File: src/rtl/pixel_frame_fifo_pkg.sv
// Shared definitions for the pixel output stage: raster defaults, tag layout
// and status register offsets used by the register/status path.
package pixel_frame_fifo_pkg;

  // Raster geometry shared with the processor's line buffers
  localparam int IMG_W_DEF = 32;
  localparam int IMG_H_DEF = 32;
  localparam int PIX_W_DEF = 8;

  // Status register offsets (byte addresses)
  localparam logic [7:0] STAT_LEVEL_OFS = 8'h00;
  localparam logic [7:0] STAT_OVF_OFS   = 8'h04;
  localparam logic [7:0] STAT_FRAME_OFS = 8'h08;

  // Raster tags carried next to each pixel
  typedef struct packed {
    logic eof;
    logic eol;
    logic sol;
  } pix_tag_t;

  localparam int TAG_W = $bits(pix_tag_t);

  // Full FIFO entry at the default pixel width
  typedef struct packed {
    logic                 eof;
    logic                 eol;
    logic                 sol;
    logic [PIX_W_DEF-1:0] pixel;
  } pix_entry_t;

endpackage

File: src/rtl/pixel_frame_fifo_fifo.sv
// Generic first-word-fall-through FIFO: the head entry is read straight from
// the storage array at the registered read pointer, so a write into an empty
// FIFO becomes visible the cycle after the write edge (no bypass).
module sync_fifo_fwft
  import pixel_frame_fifo_pkg::*;
#(
  parameter int WIDTH = PIX_W_DEF + TAG_W,
  parameter int DEPTH = 16
) (
  input  logic                       clk,
  input  logic                       rst,
  input  logic                       wr_en,
  input  logic [WIDTH-1:0]           wr_data,
  input  logic                       rd_en,
  output logic [WIDTH-1:0]           rd_data,
  output logic                       full,
  output logic                       empty,
  output logic [$clog2(DEPTH):0]     level
);

  localparam int AW = $clog2(DEPTH);

  logic [WIDTH-1:0] mem_p0 [DEPTH];
  logic [AW:0]      wr_ptr_p0;
  logic [AW:0]      rd_ptr_p0;
  logic [AW:0]      level_p0;
  logic             wr_ok;
  logic             rd_ok;

  // A write into a full FIFO is only allowed when the head leaves this cycle
  assign rd_ok = rd_en && !empty;
  assign wr_ok = wr_en && (!full || rd_ok);

  // Stage p0: storage write (data path, not reset)
  always_ff @(posedge clk) begin
    if (wr_ok) begin
      mem_p0[wr_ptr_p0[AW-1:0]] <= wr_data;
    end
  end

  // Stage p0: pointers and occupancy (control, reset)
  always_ff @(posedge clk) begin
    if (rst) begin
      wr_ptr_p0 <= '0;
      rd_ptr_p0 <= '0;
      level_p0  <= '0;
    end else begin
      if (wr_ok) wr_ptr_p0 <= wr_ptr_p0 + 1'b1;
      if (rd_ok) rd_ptr_p0 <= rd_ptr_p0 + 1'b1;
      case ({wr_ok, rd_ok})
        2'b10:   level_p0 <= level_p0 + 1'b1;
        2'b01:   level_p0 <= level_p0 - 1'b1;
        default: level_p0 <= level_p0;
      endcase
    end
  end

  assign rd_data = mem_p0[rd_ptr_p0[AW-1:0]];
  assign level   = level_p0;
  assign full    = (level_p0 == (AW+1)'(DEPTH));
  assign empty   = (level_p0 == '0);

endmodule

File: src/rtl/pixel_frame_fifo.sv
// Output stage of the pixel processor: buffers pixels in an FWFT FIFO, tags
// them with raster position, and reports level/overflow/frame status.
// Optional macro PIXEL_FIFO_OVF_CNT_EN adds a saturating dropped-pixel
// counter on ovf_count; without it ovf_count is constant zero.
module pixel_frame_fifo
  import pixel_frame_fifo_pkg::*;
#(
  parameter int DATA_W   = PIX_W_DEF,
  parameter int DEPTH    = 16,
  parameter int IMG_W    = IMG_W_DEF,
  parameter int IMG_H    = IMG_H_DEF,
  parameter int AFULL_TH = 12
) (
  input  logic                      clk,
  input  logic                      rst,
  input  logic [DATA_W-1:0]         pixel_in,
  input  logic                      valid_in,
  output logic                      ready_out,
  output logic                      afull,
  output logic [DATA_W-1:0]         pixel_out,
  output logic                      sol_out,
  output logic                      eol_out,
  output logic                      eof_out,
  output logic                      valid_out,
  input  logic                      ready_in,
  output logic [$clog2(DEPTH):0]    level,
  output logic                      overflow,
  input  logic                      clear_ovf,
  output logic [15:0]               frame_cnt,
  output logic [15:0]               ovf_count
);

  localparam int LW = $clog2(DEPTH) + 1;
  localparam int CW = (IMG_W > 1) ? $clog2(IMG_W) : 1;
  localparam int RW = (IMG_H > 1) ? $clog2(IMG_H) : 1;
  localparam int EW = DATA_W + TAG_W;

  logic [CW-1:0]     col_p0;
  logic [RW-1:0]     row_p0;
  logic [15:0]       frame_cnt_p0;
  logic              overflow_p0;
  pix_tag_t          wr_tag;
  pix_tag_t          rd_tag;
  logic [DATA_W-1:0] rd_pix;
  logic [EW-1:0]     rd_entry;
  logic              fifo_full;
  logic              fifo_empty;
  logic [LW-1:0]     fifo_level;
  logic              push;
  logic              pop;
  logic              drop;

  // Upstream is never stalled: a pixel that cannot enter is dropped
  assign pop  = !fifo_empty && ready_in;
  assign push = valid_in && (!fifo_full || pop);
  assign drop = valid_in && !push;

  // Tags derived from the write-side raster position of the next accepted pixel
  always_comb begin
    wr_tag     = '0;
    wr_tag.sol = (col_p0 == '0);
    wr_tag.eol = (col_p0 == CW'(IMG_W - 1));
    wr_tag.eof = wr_tag.eol && (row_p0 == RW'(IMG_H - 1));
  end

  sync_fifo_fwft #(
    .WIDTH (EW),
    .DEPTH (DEPTH)
  ) u_fifo (
    .clk     (clk),
    .rst     (rst),
    .wr_en   (push),
    .wr_data ({wr_tag, pixel_in}),
    .rd_en   (pop),
    .rd_data (rd_entry),
    .full    (fifo_full),
    .empty   (fifo_empty),
    .level   (fifo_level)
  );

  // Stage p0: raster counters advance only on accepted pixels
  always_ff @(posedge clk) begin
    if (rst) begin
      col_p0 <= '0;
      row_p0 <= '0;
    end else if (push) begin
      if (wr_tag.eol) begin
        col_p0 <= '0;
        row_p0 <= wr_tag.eof ? '0 : row_p0 + 1'b1;
      end else begin
        col_p0 <= col_p0 + 1'b1;
      end
    end
  end

  // Stage p0: completed-frame counter, wraps at 16 bits
  always_ff @(posedge clk) begin
    if (rst) begin
      frame_cnt_p0 <= '0;
    end else if (push && wr_tag.eof) begin
      frame_cnt_p0 <= frame_cnt_p0 + 16'd1;
    end
  end

  // Stage p0: sticky overflow, a new drop beats a clear in the same cycle
  always_ff @(posedge clk) begin
    if (rst) begin
      overflow_p0 <= 1'b0;
    end else if (drop) begin
      overflow_p0 <= 1'b1;
    end else if (clear_ovf) begin
      overflow_p0 <= 1'b0;
    end
  end

`ifdef PIXEL_FIFO_OVF_CNT_EN
  logic [15:0] ovf_cnt_p0;

  function automatic logic [15:0] sat_inc16(input logic [15:0] v);
    return (v == 16'hFFFF) ? v : v + 16'd1;
  endfunction

  // Stage p0: dropped-pixel counter, clear plus drop leaves exactly one
  always_ff @(posedge clk) begin
    if (rst) begin
      ovf_cnt_p0 <= '0;
    end else if (clear_ovf) begin
      ovf_cnt_p0 <= drop ? 16'd1 : 16'd0;
    end else if (drop) begin
      ovf_cnt_p0 <= sat_inc16(ovf_cnt_p0);
    end
  end

  assign ovf_count = ovf_cnt_p0;
`else
  assign ovf_count = '0;
`endif

  assign {rd_tag, rd_pix} = rd_entry;

  // Head view: storage is not reset, so present zeros while empty
  always_comb begin
    pixel_out = '0;
    sol_out   = 1'b0;
    eol_out   = 1'b0;
    eof_out   = 1'b0;
    if (!fifo_empty) begin
      pixel_out = rd_pix;
      sol_out   = rd_tag.sol;
      eol_out   = rd_tag.eol;
      eof_out   = rd_tag.eof;
    end
  end

  assign valid_out = !fifo_empty;
  assign ready_out = !fifo_full;
  assign afull     = (fifo_level >= LW'(AFULL_TH));
  assign level     = fifo_level;
  assign overflow  = overflow_p0;
  assign frame_cnt = frame_cnt_p0;

endmodule

File: config.mk
export PLATFORM = sky130hd
export DESIGN_NAME = pixel_frame_fifo
export DESIGN_NICKNAME = d
export VERILOG_FILES = /design/src/rtl/pixel_frame_fifo_pkg.sv /design/src/rtl/pixel_frame_fifo_fifo.sv /design/src/rtl/pixel_frame_fifo.sv
export SDC_FILE = /design/constraint.sdc
export NUM_CORES = 1
export LEC_CHECK = 0
export BUFFER_PORTS_ARGS = -buffer_cell sky130_fd_sc_hd__buf_2
export CORE_AREA = 8 8 171 173
export DETAILED_ROUTE_END_ITERATION = 7
export DIE_AREA = 0 0 179 181
export MAX_ROUTING_LAYER = met4
export PLACE_DENSITY_LB_ADDON = 0.1
export SLEW_MARGIN = 25
export SYNTH_ARGS = -nofsm -noshare
export SYNTH_HDL_FRONTEND = slang
export SYNTH_SLANG_ARGS = --single-unit
File: constraint.sdc
create_clock -name clk -period 3.35 [get_ports clk]
set_input_delay 0.5025 -clock clk [delete_from_list [all_inputs] [get_ports clk]]
set_output_delay 0.5025 -clock clk [all_outputs]
set_load 0.02 [all_outputs]
==> results of run 1 <==
==> worst reg2reg max path, delay by kind of cell, from the launching register on <==
kind	cells	cell delay, ns
adder cells (fa/ha/maj)	2	0.55
buffers and inverters	1	0.18
flip-flops	1	0.40
AO/OA/AOI/OAI	3	0.63
XOR/XNOR	2	0.32
AND/OR/NAND/NOR	3	0.74
==> state kept, by name, summed over array words and instances (netlist names), named ones only <==
| register | flops |
|---|---|
| overflow | 1 |
| u_fifo.wr_ptr_p0 | 4 |
| row_p0 | 5 |
| u_fifo.rd_ptr_p0 | 4 |
| col_p0 | 5 |
| frame_cnt | 16 |
| u_fifo.mem_p0 | 176 |
| u_fifo.level | 5 |
==> layout make-up <==
class | count | area (sq um)
Sequential cell | 220 | 6170
Inverter | 8 | 30.0
Clock buffer | 34 | 669
Clock inverter | 11 | 106
Timing Repair Buffer | 74 | 460
Fill cell | 2457 | 15900
Multi-Input combinational cell | 286 | 2760
Tap cell | 341 | 427
==> cell families after synthesis <==
family / count (synthesis) / synth area share
DFF: 220 / 0.672
and+or+nand+nor: 136 / 0.0742
muxes: 60 / 0.150
buffers and inverters: 54 / 0.0370
AOI/OAI and AO/OA: 36 / 0.0231
xor gates and xnor gates: 23 / 0.0220
adders and majority gates: 15 / 0.0205
other: 1 / 0.000409
==> metrics by stage <==
stage | worst slack, ns | hold slack, ns | util | cells | area [sq um]
3_3_place_gp | 0.505 | 0.443 | 0.371 | 929 | 9830
5_1_grt | 0.100 | 0.296 | 0.401 | 974 | 10600
2_1_floorplan | 0.260 | 0.436 | - | 560 | 9230
6_report | 0.230 | 0.288 | 0.401 | 974 | 10600
4_1_cts | 0.137 | 0.274 | 0.401 | 974 | 10600
3_5_place_dp | 0.464 | 0.454 | 0.371 | 929 | 9840
==> routing by layer <==
| metal | GRT usage | up-vias | wire, um |
|---|---|---|---|
| met3 | 0.0192 | 35 | 663 |
| met1 | 0.158 | 2460 | 8840 |
| met4 | 0.0404 | 0 | 509 |
| met5 | - | - | 0 |
| met2 | 0.207 | 103 | 9670 |
| li1 | - | 2229 | - |
==> layout by cell type, fill, tap and decap left out, types with 16 or more instances in the layout <==
master and n:
a21oi_1 17, buf_2 48, buf_4 24, clkbuf_16 25
conb_1 16, dfxtp_1 42, edfxtp_1 176, mux4_1 24
mux4_2 31, nand2_1 25, nor2_1 45
==> power breakdown <==
| group | switching [W] | internal (W) |
|---|---|---|
| combinational | 0.000782 | 0.000572 |
| clock | 0.00102 | 0.00155 |
| sequential | 0.000101 | 0.00305 |
==> worst max path at each step <==
stage	start	to	slack (ns)	depth (start not counted)
3_5_place_dp	u_fifo.level[1]	u_fifo.level[4]	0.46	11
5_1_grt	register	sol_out	0.10	5
2_1_floorplan	u_fifo.level[1]	u_fifo.level[4]	0.26	14
6_report	register	sol_out	0.23	5
3_3_place_gp	u_fifo.level[1]	u_fifo.level[4]	0.50	11
4_1_cts	register	sol_out	0.14	5
==> impl_metrics.json, run 1 <==
{
  "grt_pass1_vias": 5111,
  "critPathSlowestCell": "mux4_1",
  "postCtsSetupRepairBufs": 0,
  "ys_top_cells_by_area": "edfxtp_1, dfxtp_1, mux4_2",
  "reg2reg_to": "u_fifo.level[4]",
  "slowest_delay_ns": 0.61,
  "clk_pin_slew_worst_paths_ns": 0.06,
  "die_area_sq_mm": 0.0324,
  "hp-start": "valid_in",
  "cp_max_fo": 44,
  "cts_tree": "done",
  "finalHoldViolCount": 0,
  "regToRegSetupSlack_ns": 0.40,
  "numCtsBuffers": 25,
  "insertion_delay_ns": 0.50,
  "tns_ns": 0,
  "dp_hpwl_um": 12000,
  "drt-vias-per-instance": 4.96,
  "synth.top_cell.area_share": 0.576,
  "setup_viol": 0,
  "synth_flop_cell": "edfxtp_1",
  "ys_warn_count": 0,
  "reg2reg_from": "u_fifo.level[1]",
  "power_w": 0.00708,
  "ys_seq_area_frac": 0.672,
  "synthTopCellsByCount": "edfxtp_1, nor2_1, dfxtp_1",
  "relSlewSlack": 0.397,
  "hold_path_end": "overflow",
  "post_cts_resized": 0,
  "maxCapViolCount": 0,
  "fmax_ghz": 0.321,
  "cts_root_buffer": "clkbuf_16",
  "crit_arrival_ns": 2.62,
  "antenna_found_initial": 0,
  "hold_buffers": 0,
  "start_util": 0.346,
  "grt_usage": 0.126,
  "ir_drop_mv": 0.329,
  "drc": 0,
  "drtPass1Iterations": 4,
  "place.port_buffers": 48,
  "die_x_um": 179,
  "clock_skew_ns": 0.00660,
  "ys_ff_latch": 220,
  "cts_sinks": 220,
  "critical_path_required_ns": 2.85,
  "drtAntennaViolNets": 0,
  "tightest_slew_ns": 0.901,
  "synthCells": 545,
  "grt_pass1_wl_um": 30300,
  "post-route-min-period_ns": 3.12,
  "async_flop_share": 0,
  "critPathLaunchType": "register",
  "cpLargestDelayFamily": "multiplexers",
  "syn_area_sq_mm": 0.00917,
  "syn_to_final_growth_pct": 15.8,
  "gp_congestion": 0.735,
  "grt_max_degree": 45,
  "wire_per_inst_um": 20.2,
  "yosys.area.top_type": "edfxtp_1",
  "drive_above_1_share": 0.237,
  "core-area_sq_mm": 0.0265,
  "hp-class": "in -> reg",
  "synth.most_common_cell": "edfxtp_1",
  "rows": 60,
  "critPathCaptureType": "output pin",
  "clockBufferDepth": 3,
  "top_level_ports": 65,
  "num-nets-final": 643,
  "insertedDiodeCount": 0,
  "status": "complete, no violations",
  "powerDensity_mw_per_mm2": 667,
  "post-route-period-util": 0.931,
  "globalRoute.totalOverflow": 0,
  "worst-path-buf-inv": 2,
  "total_leakage_power_nw": 3.65,
  "htreeDepth": 1,
  "dieHeight_um": 181,
  "maxSlewViolCount": 0,
  "crit_chain": "buf_12, mux4_1, mux4_2, and2_1, buf_2",
  "synth_edf_count": 176,
  "worstRegToRegCells": 11,
  "synth.avg_cell_area_sq_um": 16.8,
  "yosysUniqueCellTypes": 49,
  "rsz0062_at_grt": "false",
  "first_iter_violations": 286,
  "wl_um": 19700,
  "worst-setup-path-type": "reg -> out",
  "holdPathStages": 3,
  "num_vias": 4827
}
Power figures use the tool's default switching activity.
==> run 2, diff against run 1 <==
--- a/config.mk
+++ b/config.mk
@@ -6,11 +6,12 @@
 export NUM_CORES = 1
 export LEC_CHECK = 0
 export BUFFER_PORTS_ARGS = -buffer_cell sky130_fd_sc_hd__buf_2
-export CORE_AREA = 8 8 171 173
+export CORE_AREA = 8 8 133 135
 export DETAILED_ROUTE_END_ITERATION = 7
-export DIE_AREA = 0 0 179 181
+export DIE_AREA = 0 0 141 143
 export MAX_ROUTING_LAYER = met4
 export PLACE_DENSITY_LB_ADDON = 0.1
+export REMOVE_ABC_BUFFERS = 1
 export SLEW_MARGIN = 25
 export SYNTH_ARGS = -nofsm -noshare
 export SYNTH_HDL_FRONTEND = slang
==> run 2 against run 1 <==
Against the previous run:
- clock skew down 0.00088 ns
- die area fell by 38%
- count of clock-buffer cells in the layout is 8 lower
- sequential cell count did not move
- hold slack gained 0.027 ns
- register-to-register slack improved by 0.05 ns
- sequential power is essentially flat
- highest routed layer unchanged
- maximum frequency increased by 0.93%
- cell area fell by 2.2%
- largest power group unchanged
==> impl_metrics.json, run 2 (synthesized netlist as in run 1, its figures left out) <==
{
  "final_cell_mix": "edfxtp_1, buf_2, nor2_1",
  "drt-vias-per-instance": 5.70,
  "antenna_found_initial": 0,
  "crit_chain": "buf_12, mux4_1, mux4_2, and2_1, buf_2",
  "drtAntennaViolNets": 0,
  "setup_viol": 0,
  "tightest_slew_ns": 0.815,
  "die_x_um": 141,
  "total_leakage_power_nw": 3.61,
  "maxCapViolCount": 0,
  "grt_pass1_vias": 4917,
  "grt_max_degree": 45,
  "setup_ws_ns": 0.259,
  "drive_above_1_share": 0.232,
  "num_vias": 4823,
  "num-nets-final": 644,
  "dieHeight_um": 143,
  "die_area_sq_mm": 0.0202,
  "maxSlewViolCount": 0,
  "power_w": 0.00686,
  "insertion_delay_ns": 0.49,
  "clk_pin_slew_worst_paths_ns": 0.06,
  "critical_path_required_ns": 2.85,
  "globalRoute.totalOverflow": 0,
  "clock_skew_ns": 0.00572,
  "slowest_delay_ns": 0.62,
  "ir_drop_mv": 0.658,
  "first_iter_violations": 361,
  "relSlewSlack": 0.455,
  "rsz0062_at_grt": "false",
  "critPathCaptureType": "output pin",
  "drc": 0,
  "cts_tree": "done",
  "worst-path-buf-inv": 2,
  "insertedDiodeCount": 0,
  "clockBufferDepth": 3,
  "place_ws_ns": 0.457,
  "grt_usage": 0.181,
  "largest_reg_flops": 176,
  "cts_sinks": 220,
  "gp_congestion": 0.766,
  "layout_commonest_cell": "edfxtp_1",
  "dp_hpwl_um": 11100,
  "postCtsSetupRepairBufs": 0,
  "post-route-period-util": 0.923,
  "crit_arrival_ns": 2.59,
  "critPathLaunchType": "register",
  "status": "complete, no violations",
  "core-area_sq_mm": 0.0156,
  "cts_root_buffer": "clkbuf_16",
  "design_area_sq_mm": 0.0104,
  "syn_to_final_growth_pct": 13.2,
  "wl_um": 17600,
  "hp-class": "in -> reg",
  "grt_pass1_wl_um": 27400,
  "top_level_ports": 65,
  "numCtsBuffers": 23,
  "rows": 46,
  "wire_per_inst_um": 20.8,
  "post-route-min-period_ns": 3.09,
  "cp_max_fo": 44,
  "place.port_buffers": 48,
  "hold_buffers": 0,
  "fmax_ghz": 0.324,
  "worst-setup-path-type": "reg -> out",
  "post_cts_resized": 0,
  "htreeDepth": 1,
  "finalHoldViolCount": 0,
  "cpLargestDelayFamily": "multiplexers",
  "powerDensity_mw_per_mm2": 660,
  "start_util": 0.588,
  "critPathSlowestCell": "mux4_1",
  "place_area_sq_mm": 0.00969,
  "drtPass1Iterations": 5
}
==> run 2: cell types whose count changed in the layout (fill, tap and decap cells not counted), sizes merged <==
| cell | change |
|---|---|
| buf | +3 |
| clkbuf | -8 |
| clkinv | +2 |
==> run 2: tightest hold or removal path: stages <==
cell and delay, ns:
buf_2 0.10, a21oi_1 0.06, nor2_1 0.09
==> run 2: metal layers <==
metal | routed length (um) | vias up | global-route usage
met1 | 7550 | 2426 | 0.238
li1 | - | 2223 | -
met4 | 337 | 0 | 0.0475
met3 | 911 | 23 | 0.0290
met2 | 8770 | 151 | 0.293
met5 | 0 | - | -
==> run 2: area by class of cell <==
| class | instances | area (sq um) |
|---|---|---|
| clock inverter | 13 | 110 |
| inverter | 8 | 30.0 |
| sequential | 220 | 6170 |
| fill | 1086 | 5210 |
| tap | 216 | 270 |
| timing repair buffer | 77 | 470 |
| clock buffer | 26 | 587 |
| multi-input combinational | 286 | 2750 |
==> run 2: power by group <==
part	total [W]	leakage (nW)	switching, W	internal (W)
Combinational	0.00135	1.32	0.000782	0.000573
Sequential	0.00315	1.96	0.000103	0.00305
Clock	0.00235	0.338	0.000951	0.00140
Total	0.00686	3.61	0.00184	0.00502
==> run 2: stage by stage <==
| step | TNS [ns] | std cells | hold slack [ns] | utilization |
|---|---|---|---|---|
| floorplan | -1.71 | 514 | 0.430 | - |
| global placement | 0 | 807 | 0.447 | 0.621 |
| detailed placement | 0 | 807 | 0.469 | 0.621 |
| CTS | 0 | 846 | 0.302 | 0.666 |
| global route | 0 | 846 | 0.352 | 0.666 |
| finish | 0 | 846 | 0.315 | 0.666 |
==> run 2: worst paths after layout <==
kind	end	slack [ns]	startpoint	cells past startpoint
worst max-delay path	pixel_out[2]	0.26	register	5
worst min register to register	row_p0[4]	0.47	row_p0[4]	2
worst min-delay path	overflow	0.32	valid_in	3
worst max register to register	u_fifo.level[4]	0.45	u_fifo.level[2]	11
==> run 3, diff against run 2 <==
--- a/config.mk
+++ b/config.mk
@@ -5,10 +5,11 @@
 export SDC_FILE = /design/constraint.sdc
 export NUM_CORES = 1
 export LEC_CHECK = 0
+export ABC_AREA = 1
 export BUFFER_PORTS_ARGS = -buffer_cell sky130_fd_sc_hd__buf_2
-export CORE_AREA = 8 8 133 135
+export CORE_AREA = 8 8 136 138
 export DETAILED_ROUTE_END_ITERATION = 7
-export DIE_AREA = 0 0 141 143
+export DIE_AREA = 0 0 144 146
 export MAX_ROUTING_LAYER = met4
 export PLACE_DENSITY_LB_ADDON = 0.1
 export REMOVE_ABC_BUFFERS = 1
==> run 3 against run 2 <==
Against the previous run:
- critical path depth up 2
- cell area up 4.7%
- clock power up 17%
- combinational power is 41% higher
- non-clock buffer count is 4 lower
- setup slack improved by 0.30 ns
- sequential share of layout area down 2.7 points
- sequential cell count unchanged
- clock skew increased by 0.0068 ns
- total power rose by 13%
- routed wire length rose by 26%
- critical path type unchanged
- largest cell class unchanged
==> impl_metrics.json, run 3 <==
{
  "crit_chain": "inv_2, nand3_1, nand3_1, nand2_1, nand2_1, a21oi_1, buf_2",
  "relSlewSlack": 0.366,
  "synth.top_cell.area_share": 0.550,
  "ys_warn_count": 0,
  "die_x_um": 144,
  "total_leakage_power_nw": 4.32,
  "critPathLaunchType": "register",
  "first_iter_violations": 563,
  "layout_commonest_cell": "nand2_1",
  "hp-class": "in -> reg",
  "post-route-period-util": 0.834,
  "seqCellArea_sq_mm": 0.00617,
  "status": "complete, no violations",
  "worst-setup-path-type": "reg -> out",
  "multiInputGateArea_sq_mm": 0.00297,
  "grt_max_degree": 89,
  "post_cts_resized": 0,
  "drtPass1Iterations": 5,
  "maxCapViolCount": 0,
  "htreeDepth": 1,
  "place_area_sq_mm": 0.0100,
  "whs_ns": 0.256,
  "rsz0062_at_grt": "false",
  "cts_sinks": 220,
  "synthTopCellsByCount": "nand2_1, edfxtp_1, nand3_1",
  "cts_root_buffer": "clkbuf_16",
  "place_ws_ns": 0.849,
  "tns_ns": 0,
  "die_area_sq_mm": 0.0210,
  "setup_viol": 0,
  "clk_pin_slew_worst_paths_ns": 0.06,
  "async_flop_share": 0,
  "insertion_delay_ns": 0.50,
  "grt_usage": 0.216,
  "num-nets-final": 1042,
  "synth_flop_cell": "edfxtp_1",
  "drtAntennaViolNets": 0,
  "grt_pass1_vias": 6547,
  "synthCells": 958,
  "syn_area_sq_mm": 0.00961,
  "dp_hpwl_um": 13200,
  "cp_max_fo": 44,
  "finalHoldViolCount": 0,
  "wire_per_inst_um": 17.6,
  "antenna_found_initial": 1,
  "rows": 47,
  "powerDensity_mw_per_mm2": 715,
  "synth.avg_cell_area_sq_um": 10.0,
  "drc": 0,
  "final_cell_mix": "nand2_1, edfxtp_1, nand3_1",
  "place.port_buffers": 48,
  "num_vias": 6808,
  "globalRoute.totalOverflow": 0,
  "post-route-min-period_ns": 2.79,
  "core-area_sq_mm": 0.0163,
  "crit_arrival_ns": 2.29,
  "grt_pass1_wl_um": 34400,
  "maxSlewViolCount": 0,
  "ir_drop_mv": 0.480,
  "start_util": 0.590,
  "synth.most_common_cell": "nand2_1",
  "slowest_delay_ns": 0.68,
  "numCtsBuffers": 23,
  "tightest_slew_ns": 0.950,
  "yosys.area.top_type": "edfxtp_1",
  "nFillCells": 1314,
  "power_w": 0.00777,
  "yosysUniqueCellTypes": 31,
  "cpLargestDelayFamily": "buffers and inverters",
  "postCtsSetupRepairBufs": 0,
  "ys_top_cells_by_area": "edfxtp_1, nand2_1, dfxtp_1",
  "top_level_ports": 65,
  "drive_above_1_share": 0.127,
  "dieHeight_um": 146,
  "wl_um": 22100,
  "drt-vias-per-instance": 5.44,
  "hold_buffers": 0,
  "gp_congestion": 0.878,
  "clock_skew_ns": 0.0125,
  "ys_ff_latch": 220,
  "syn_to_final_growth_pct": 13.2,
  "setup_ws_ns": 0.556,
  "fmax_ghz": 0.358,
  "largest_reg_flops": 176,
  "critical_path_required_ns": 2.85,
  "worst-path-buf-inv": 2,
  "clockBufferDepth": 3,
  "ys_seq_area_frac": 0.642,
  "cts_tree": "done",
  "critPathSlowestCell": "inv_2",
  "design_area_sq_mm": 0.0109,
  "critPathCaptureType": "output pin",
  "synth_edf_count": 176
}
run 3: cell count changes after synthesis, sizes merged, moves of 4 or more:
| cell | before | now |
|---|---|---|
| xnor2 | 15 | 1 |
| or3 | 4 | 0 |
| nand2 | 25 | 303 |
| a21oi | 17 | 37 |
| mux4 | 55 | 0 |
| nand3 | 9 | 159 |
| mux2i | 4 | 0 |
| inv | 8 | 49 |
| o21ai | 8 | 22 |
| and2 | 13 | 1 |
| nand2b | 4 | 0 |
| nor3 | 12 | 6 |
| buf | 36 | 45 |
| nor2 | 45 | 71 |
run 3: cells by family (layout without fill, tap and decap cells):
family	Yosys count	in the layout	share of synthesized area
AND/OR/NAND/NOR	545	545	0.242
flip-flops	220	220	0.642
buffers and inverters	107	164	0.0555
AO/OA/AOI/OAI	61	61	0.0323
adder cells (fa/ha/maj)	15	15	0.0195
XOR/XNOR	9	9	0.00821
other	1	17	0.000390
run 3: final timing paths:
check	startpoint	end	slack [ns]	depth (start not counted)
worst max-delay path	register	pixel_out[1]	0.56	7
worst min-delay path	clear_ovf	overflow	0.26	4
worst max register to register	u_fifo.level[1]	u_fifo.level[4]	0.97	12
worst min register to register	row_p0[3]	row_p0[3]	0.46	2
run 3: final cells by class:
| class | instances | share of cell area |
|---|---|---|
| clock inverters | 10 | 0.0163 |
| diodes | 1 | 0.000230 |
| inverters | 50 | 0.0174 |
| repair buffers | 73 | 0.0416 |
| multi-input cells | 646 | 0.273 |
| clock buffers | 31 | 0.0594 |
| flip-flops and latches | 220 | 0.567 |
| well taps | 220 | 0.0253 |
run 3: tightest hold or removal path, delay by kind of cell:
family	cells	cell delay, ns
buffers and inverters	2	0.10
AOI/OAI and AO/OA	1	0.05
and+or+nand+nor	1	0.04
run 3: routing by layer:
metal  global-route usage  vias up  share of wire
met4               0.0852        0          0.033
met3               0.0341       49          0.074
met2                0.335      268           0.47
met1                0.280     3171           0.42
li1                     -     3320              -
met5                    -        -              0
run 3: where the power goes:
part / switching (W) / internal [W]
logic: 0.00135 / 0.000546
registers: 0.0000754 / 0.00306
clock network: 0.00101 / 0.00173
total: 0.00244 / 0.00534
run 3: per-stage QoR:
step,cells,util
after CTS,1250,0.667
after global routing,1251,0.668
after floorplan,916,-
after detailed placement,1209,0.617
after global placement,1209,0.617
final,1251,0.668
